===== src/rtl/eth_fifo_pkg.sv =====
// Shared constants and helpers for the packet-aware Ethernet FIFO.
// Pointer arithmetic and parameter legality checks live here.
package eth_fifo_pkg;

  localparam int DEF_DATA_WIDTH = 32;
  localparam int DEF_DEPTH      = 16;

  // Wrap-aware distance between two pointers of width w.
  function automatic logic [31:0] ptr_diff(
    input logic [31:0] a,
    input logic [31:0] b,
    input int          w
  );
    logic [31:0] mask;
    mask = (32'd1 << w) - 32'd1;
    return (a - b) & mask;
  endfunction

  // Depth must be a power of two >= 4, pointers one bit wider.
  function automatic bit params_ok(
    input int depth,
    input int cnt_w
  );
    return (depth >= 4) &&
           ((depth & (depth - 1)) == 0) &&
           (cnt_w == $clog2(depth) + 1);
  endfunction

  // Almost thresholds must sit inside the occupancy range.
  function automatic bit levels_ok(
    input int depth,
    input int afull,
    input int aempty
  );
    return (afull >= 0) && (afull <= depth) &&
           (aempty >= 0) && (aempty <= depth);
  endfunction

endpackage


===== src/rtl/eth_pkt_fifo_ram.sv =====
// Simple dual-port storage for eth_pkt_fifo.
// ETH_PKT_FIFO_FWFT_EN selects async read; otherwise read is registered.
module eth_pkt_fifo_ram
  import eth_fifo_pkg::*;
#(
  parameter int DATA_WIDTH = DEF_DATA_WIDTH,
  parameter int ADDR_WIDTH = 4
) (
  input  logic                  clk,
  input  logic                  rst,
  input  logic                  we,
  input  logic [ADDR_WIDTH-1:0] waddr,
  input  logic [DATA_WIDTH-1:0] wdata,
  input  logic                  re,
  input  logic [ADDR_WIDTH-1:0] raddr,
  output logic [DATA_WIDTH-1:0] rdata
);

  logic [DATA_WIDTH-1:0] mem [2**ADDR_WIDTH];

  // Write port; contents are never reset.
  always_ff @(posedge clk) begin
    if (we) mem[waddr] <= wdata;
  end

`ifdef ETH_PKT_FIFO_FWFT_EN
  assign rdata = mem[raddr];

  logic unused_ok;
  assign unused_ok = rst | re;
`else
  // Registered read port, zeroed on flush so data_out restarts at 0.
  always_ff @(posedge clk) begin
    if (rst)     rdata <= '0;
    else if (re) rdata <= mem[raddr];
  end
`endif

endmodule


===== src/rtl/eth_pkt_fifo.sv =====
// Packet-aware FIFO: speculative writes, commit/discard, sticky errors.
// Define ETH_PKT_FIFO_FWFT_EN for a first-word fall-through read port.
module eth_pkt_fifo
  import eth_fifo_pkg::*;
#(
  parameter int DATA_WIDTH = DEF_DATA_WIDTH,
  parameter int DEPTH      = DEF_DEPTH,
  parameter int CNT_WIDTH  = 5,
  parameter int AFULL_LVL  = DEPTH - 2,
  parameter int AEMPTY_LVL = 2
) (
  input  logic                  clk,
  input  logic                  reset,
  input  logic                  clear,
  input  logic [DATA_WIDTH-1:0] data_in,
  input  logic                  write,
  input  logic                  commit,
  input  logic                  discard,
  input  logic                  read,
  output logic [DATA_WIDTH-1:0] data_out,
  output logic                  data_valid,
  output logic                  full,
  output logic                  almost_full,
  output logic                  empty,
  output logic                  almost_empty,
  output logic [CNT_WIDTH-1:0]  cnt,
  output logic [CNT_WIDTH-1:0]  wr_cnt,
  output logic                  overflow,
  output logic                  underflow
);

  localparam int AW = CNT_WIDTH - 1;
  localparam logic [CNT_WIDTH-1:0] DEPTH_C  = CNT_WIDTH'(DEPTH);
  localparam logic [CNT_WIDTH-1:0] AFULL_C  = CNT_WIDTH'(AFULL_LVL);
  localparam logic [CNT_WIDTH-1:0] AEMPTY_C = CNT_WIDTH'(AEMPTY_LVL);

  if (!params_ok(DEPTH, CNT_WIDTH)) begin : g_bad_depth
    $error("eth_pkt_fifo: illegal DEPTH/CNT_WIDTH");
  end
  if (!levels_ok(DEPTH, AFULL_LVL, AEMPTY_LVL)) begin : g_bad_lvl
    $error("eth_pkt_fifo: almost level out of range");
  end

  logic [CNT_WIDTH-1:0]  wr_ptr;
  logic [CNT_WIDTH-1:0]  cm_ptr;
  logic [CNT_WIDTH-1:0]  rd_ptr;
  logic [CNT_WIDTH-1:0]  wr_nxt;
  logic                  flush;
  logic                  wr_acc;
  logic                  rd_acc;
  logic [DATA_WIDTH-1:0] ram_rdata;

  assign flush = reset | clear;

  assign cnt    = CNT_WIDTH'(ptr_diff(32'(cm_ptr), 32'(rd_ptr), CNT_WIDTH));
  assign wr_cnt = CNT_WIDTH'(ptr_diff(32'(wr_ptr), 32'(rd_ptr), CNT_WIDTH));

  assign full         = (wr_cnt == DEPTH_C);
  assign almost_full  = (wr_cnt >= AFULL_C);
  assign empty        = (cnt == '0);
  assign almost_empty = (cnt <= AEMPTY_C);

  // A discarded write never lands, so it cannot overflow either.
  assign wr_acc = write & ~full & ~discard;
  assign rd_acc = read & ~empty;
  assign wr_nxt = wr_ptr + CNT_WIDTH'(wr_acc);

  // Pointer update; discard rewinds to the last commit and beats commit.
  always_ff @(posedge clk) begin
    if (flush) begin
      wr_ptr <= '0;
      cm_ptr <= '0;
      rd_ptr <= '0;
    end else begin
      if (discard) begin
        wr_ptr <= cm_ptr;
      end else begin
        wr_ptr <= wr_nxt;
        if (commit) cm_ptr <= wr_nxt;
      end
      rd_ptr <= rd_ptr + CNT_WIDTH'(rd_acc);
    end
  end

  // Sticky error flags, cleared only by reset or clear.
  always_ff @(posedge clk) begin
    if (flush) begin
      overflow  <= 1'b0;
      underflow <= 1'b0;
    end else begin
      if (write && full && !discard) overflow  <= 1'b1;
      if (read && empty)             underflow <= 1'b1;
    end
  end

  eth_pkt_fifo_ram #(
    .DATA_WIDTH (DATA_WIDTH),
    .ADDR_WIDTH (AW)
  ) u_ram (
    .clk   (clk),
    .rst   (flush),
    .we    (wr_acc),
    .waddr (wr_ptr[AW-1:0]),
    .wdata (data_in),
    .re    (rd_acc),
    .raddr (rd_ptr[AW-1:0]),
    .rdata (ram_rdata)
  );

`ifdef ETH_PKT_FIFO_FWFT_EN
  assign data_out   = empty ? '0 : ram_rdata;
  assign data_valid = ~empty;
`else
  logic dv_q;

  // One-cycle valid pulse following each accepted read.
  always_ff @(posedge clk) begin
    if (flush) dv_q <= 1'b0;
    else       dv_q <= rd_acc;
  end

  assign data_out   = ram_rdata;
  assign data_valid = dv_q;
`endif

endmodule


===== config.mk =====
export PLATFORM = sky130hd
export DESIGN_NAME = eth_pkt_fifo
export DESIGN_NICKNAME = d
export VERILOG_FILES = /design/src/rtl/eth_fifo_pkg.sv /design/src/rtl/eth_pkt_fifo_ram.sv /design/src/rtl/eth_pkt_fifo.sv
export SDC_FILE = /design/constraint.sdc
export NUM_CORES = 1
export LEC_CHECK = 0
export BUFFER_PORTS_ARGS = -buffer_cell sky130_fd_sc_hd__buf_4
export CAP_MARGIN = 20
export CORE_ASPECT_RATIO = 0.6
export CORE_MARGIN = 2
export CORE_UTILIZATION = 26
export CTS_CLUSTER_SIZE = 25
export DETAILED_ROUTE_END_ITERATION = 7
export PLACE_DENSITY = 0.45
export SLEW_MARGIN = 5
export SYNTH_ARGS = -nofsm -noshare
export SYNTH_HDL_FRONTEND = slang
export SYNTH_SLANG_ARGS = --single-unit

===== constraint.sdc =====
create_clock -name clk -period 8.7 [get_ports clk]
set_clock_uncertainty 0.15 [all_clocks]
set_input_delay 0.435 -clock clk [delete_from_list [all_inputs] [get_ports clk]]
set_output_delay 0.435 -clock clk [all_outputs]
set_load 0.02 [all_outputs]

After elaboration in Yosys (flattened, before gate mapping)
Memory sizes are Yosys's and may differ from the RTL's. A register that Yosys moved wholly into a read port is not among the register bits.
Index checks and enable logic that the tools add are counted.
{"block": "totals", "reg_bits": 18, "ram_bits": 512, "inputBits": 39, "out_inout_bits": 49, "elab_cells": 30, "memories": 1}
{"memory": "u_ram.mem", "words": 16, "word_bits": 32, "rd": 1, "rd_clocked_by_memory_dff": 1, "wr": 1, "line": "eth_pkt_fifo_ram.sv:19", "source": "logic [DATA_WIDTH-1:0] mem [2**ADDR_WIDTH];"}
{"block": "classes", "n_addsub": 4, "magnitude_cmp": 2, "n_eq_ne": 1, "n_mux": 3, "bitwise": 7, "reduce_logical": 6}
{"op": "5-bit by 1-bit adder with 5-bit output", "count": 2}
{"op": "5-bit subtractor", "count": 2}
{"op": "5-bit equality test, second input constant", "count": 1}
{"op": "5-bit by 4-bit >= comparator with 1-bit output, second input constant", "count": 1}
{"op": "5-bit by 2-bit less-or-equal comparator with 1-bit output, second input constant", "count": 1}
{"op": "5-bit zero test", "count": 1}
{"op": "5-bit 2-to-1 mux", "count": 1}
{"op": "1-bit bitwise AND", "count": 3}
{"op": "1-bit logical AND", "count": 3}
{"op": "1-bit inverter", "count": 3}
{"op": "1-bit 2-to-1 mux", "count": 2}
{"op": "2-bit AND reduction", "count": 1}
{"op": "1-bit zero test", "count": 1}
{"op": "1-bit OR", "count": 1}

Longest topological paths before layout
{"block": "logic_depth", "word_depth": 7, "ltp_mapped": 17, "mapped_depth_nobuf": 15}

Cells and area by module
Synthesis repeated with hierarchy kept, for this count alone.
{"block": "hier_totals", "cells_unflattened": 1339, "area_unflattened_um2": 22024.9}
{"module": "eth_pkt_fifo_ram", "instances": 1, "cells_per_inst": 1216, "area_per_inst_um2": 20948.8, "seq_area_each_um2": 16015.4}
{"module": "eth_pkt_fifo", "instances": 1, "cells_per_inst": 123, "area_per_inst_um2": 1076.0, "seq_area_each_um2": 360.3}

Worst setup path after synthesis
No wires, ideal clock.
{"block": "synth_timing", "path_type": "register to register", "start": "reg rd_ptr[1]", "end": "mem u_ram.mem[10][0] (netlist bit), enable pin", "setup_ns": 0.594, "arrival_ns": 7.490, "required_ns": 7.956, "slack_ns": 0.465, "stages_incl_launch_ff": 11, "n_path_buf": 3, "synth_period_minus_slack_ns": 8.235, "path_cell_list": "dfxtp_1 -> clkbuf_1 -> buf_1 -> inv_1 -> ha_1 -> nor2b_4 -> o21a_1 -> o21ai_0 -> a2111oi_4 -> buf_6 -> a2111oi_0"}
{"block": "synth_between", "elab_chain_cells": 7}
{"item": "start, declared", "line": "eth_pkt_fifo.sv:46", "source": "logic [CNT_WIDTH-1:0] rd_ptr;"}
{"item": "start signal, assigned", "line": "eth_pkt_fifo.sv:81", "source": "rd_ptr <= rd_ptr + CNT_WIDTH'(rd_acc);"}
{"item": "5-bit subtractor", "line": "eth_fifo_pkg.sv:16", "source": "return (a - b) & mask;"}
{"item": "5-bit equality test", "line": "eth_pkt_fifo.sv:58", "source": "assign full = (wr_cnt == DEPTH_C);"}
{"item": "1-bit inverter", "line": "eth_pkt_fifo.sv:64", "source": "assign wr_acc = write & ~full & ~discard;"}
{"item": "1-bit bitwise AND (2 in series)", "line": "eth_pkt_fifo.sv:64"}
{"item": "1-bit 2-to-1 mux", "line": "eth_pkt_fifo_ram.sv:23", "source": "if (we) mem[waddr] <= wdata;"}
{"item": "1-bit 2-to-1 mux (not written as such)", "line": "eth_pkt_fifo_ram.sv:23"}
{"item": "end, declared", "line": "eth_pkt_fifo_ram.sv:19"}
No other way between the ends.

Final worst setup path
{"block": "layout_timing", "start": "reg rd_ptr[1]", "end": "out full"}
{"block": "layout_between", "elab_chain_cells": 2}
{"item": "5-bit subtractor", "line": "eth_fifo_pkg.sv:16"}
{"item": "5-bit equality test", "line": "eth_pkt_fifo.sv:58"}
{"item": "end, declared", "line": "eth_pkt_fifo.sv:22", "source": "output logic full,"}
No other way between the ends.

==> flow_metrics.tcl <==
set metrics [dict create \
    status "complete, no violations" \
    num_vias 10600 \
    min_period_ps 4080 \
    setup_violations 0 \
    arrival_ps 3500 \
    wl_per_cell_um 22.6 \
    drt_iter0_markers 712 \
    netlist.area_leader.share 0.710 \
    wirelength_mm 52.3 \
    grt_usage 0.122 \
    viasPerCell 4.59 \
    cts.sinks 562 \
    clock_latency_ps 590 \
    holdCritPathClass "input pin to flop" \
    htreeDepth 2 \
    ff2ff_path_depth 15 \
    synth_warnings 0 \
    gr-usage-met3 0.0229 \
    synth_area_per_cell_um2 20.6 \
    dieArea_um2 85700 \
    syn-num-nets 1103 \
    seqCellArea_um2 16400 \
    critical_path_required_ps 8120 \
    postSynth.asyncResetShare 0 \
    grt_overflow 0 \
    end_kind "primary output" \
    synth_top_cell_by_area "edfxtp_1" \
    final_cell_mix "512 x edfxtp_1, 128 x mux4_2, 118 x buf_4, 64 x a22o_1, 53 x clkbuf_16" \
    num-fill-cells 7861 \
    grt_max_degree 68 \
    drive_gt1_frac 0.283 \
    critPathKind "flop to primary output" \
    netlist_area_um2 21700 \
    ctsResizeCount 0 \
    worst_hold_path.num_cells 1 \
    grtUsageMet1 0.185 \
    dp_hpwl_mm 27.8 \
    initial_utilization 0.264 \
    grt_antenna_before_repair 0 \
    max_slew_margin 0.304 \
    ios 88 \
    clockBufferDepth 3 \
    min_to "u_ram.mem[2][4]" \
    grt_setup_unrepaired "false" \
    cp_max_fo 38 \
    numPortBuffers 87 \
    cts_root_buf "clkbuf_16" \
    preCtsSetupSlack_ps 4760 \
    gp_congestion 0.688 \
    path_clk_slew_ps 60 \
    antenna_left 0 \
    rr_endpoint "wr_ptr[4]" \
    core-area_um2 82000 \
    busiest_layer "met1" \
    hp-start "data_in[4]" \
    multiInputGateArea_um2 5110 \
    drc_errors 0 \
    synthFlopType "edfxtp_1" \
    tightestPinTransition_ps 1040 \
    diodes 0 \
    die_y_um 228 \
    worst-r2r-setup-slack_ps 4750 \
    min_period_over_period 0.469 \
    setup_ws_ps 4620 \
    ir_drop_uv 142 \
    synthDistinctLibCells 37 \
    r2r_start "rd_ptr[1]" \
    ys_ff_latch 562 \
    grt_pass1_wl_mm 76.7 \
    grt_pass1_vias 11100 \
    numCtsBuffers 52 \
    hold_violations 0 \
    fin_nets 1244 \
    rows 81 \
    slew_violations 0 \
    powerDensity_nw_per_um2 217 \
    fmax_ghz 0.245 \
    die_x_um 377 \
    yosysSeqAreaShare 0.756 \
    area_growth_pct 18.7 \
    synthCells 1050 \
    drv_cap 0 \
    final_common_cell "edfxtp_1" \
    synth.area.top_cells "edfxtp_1 71%, mux4_2 13%, dfxtp_1 4.6%" \
    p_leak_nw 8.18 \
    utilization 0.314 \
    synth-edff-count 512 \
    setup_tns_ps 0 \
    grt_use_met2 0.182 \
    cts_tree "done" \
    firstDrtPassIters 5 \
    start_kind "flop" \
]
==> repair_timing <==
action	CTS	global route
hold endpoints to repair	442	0
setup buffers	0	0
hold buffers	29	0
==> cell usage after synthesis (4+ instances only) <==
library cell,number
edfxtp_1,512
mux4_2,128
a22o_1,64
dfxtp_1,50
nand2_1,39
clkbuf_1,35
mux2i_1,35
o21ai_0,34
nor2_1,29
inv_1,17
a2111oi_0,16
buf_2,13
ha_1,12
a21oi_1,9
xnor2_1,8
buf_1,7
xor2_1,5
a211oi_1,4
nand2b_1,4
==> layer usage <==
metal / part of all wire / routed length [µm]
met5: 0 / 0
met4: 0.014 / 714
met3: 0.039 / 2020
met2: 0.44 / 23100
met1: 0.51 / 26500
==> worst max-delay path by stage <==
stage,startpoint,end,slack [ps],depth (start not counted)
detailed placement,rd_ptr[1],wr_ptr[4],4760,15
floorplan,rd_ptr[1],u_ram.mem[10][0],470,10
global route,rd_ptr[1],full,4450,9
global placement,rd_ptr[1],wr_ptr[4],4730,15
finish,rd_ptr[1],full,4620,9
CTS,rd_ptr[1],full,4560,9
==> power breakdown <==
part / switching (mW) / internal [mW] / total (mW)
Clock: 0.990 / 1.24 / 2.23
Sequential: 0.0143 / 2.96 / 2.98
Combinational: 0.205 / 0.159 / 0.365
Total: 1.21 / 4.36 / 5.57
==> worst max-delay path, cell delays in order, from the launching register on <==
cell and delay, ps:
dfxtp_4 730, inv_1 170, ha_1 330, nor2b_4 120, o21a_1 180, or3_4 340, a2111oi_4 340, buf_4 350
and2_2 210, buf_4 130
==> registers in the layout, summed over array words and instances, names as in the netlist <==
signal,cells
u_ram.rdata,32
data_valid,1
overflow,1
cm_ptr,5
rd_ptr,5
underflow,1
u_ram.mem,512
wr_ptr,5
==> metrics by stage <==
step | area [µm²] | power, mW | hold WS [ps] | std cells
after floorplan | 21700 | 3.25 | 314 | 1050
after global placement | 23800 | 3.39 | 306 | 2187
after detailed placement | 23800 | 3.40 | 307 | 2187
after global routing | 25700 | 5.80 | 17.0 | 2312
final | 25700 | 5.57 | 34.6 | 2312
after CTS | 25700 | 5.66 | 0.0449 | 2312
==> kinds of logic after synthesis <==
logic type      Yosys count  share of synthesized area
flops                   562                      0.756
mux                     163                      0.149
compound gates          134                     0.0474
simple gates             87                     0.0177
buf+inv                  77                     0.0155
fa+ha+maj                14                    0.00878
xor+xnor                 13                    0.00526
==> cell type report <==
cell class | count | share of cell area
clock buffers | 67 | 0.0536
clock inverters | 29 | 0.00959
inverters | 17 | 0.00248
multi-input cells | 411 | 0.199
flip-flops and latches | 562 | 0.637
well taps | 1079 | 0.0525
repair buffers | 147 | 0.0458
(Power assumes the default switching activity.)
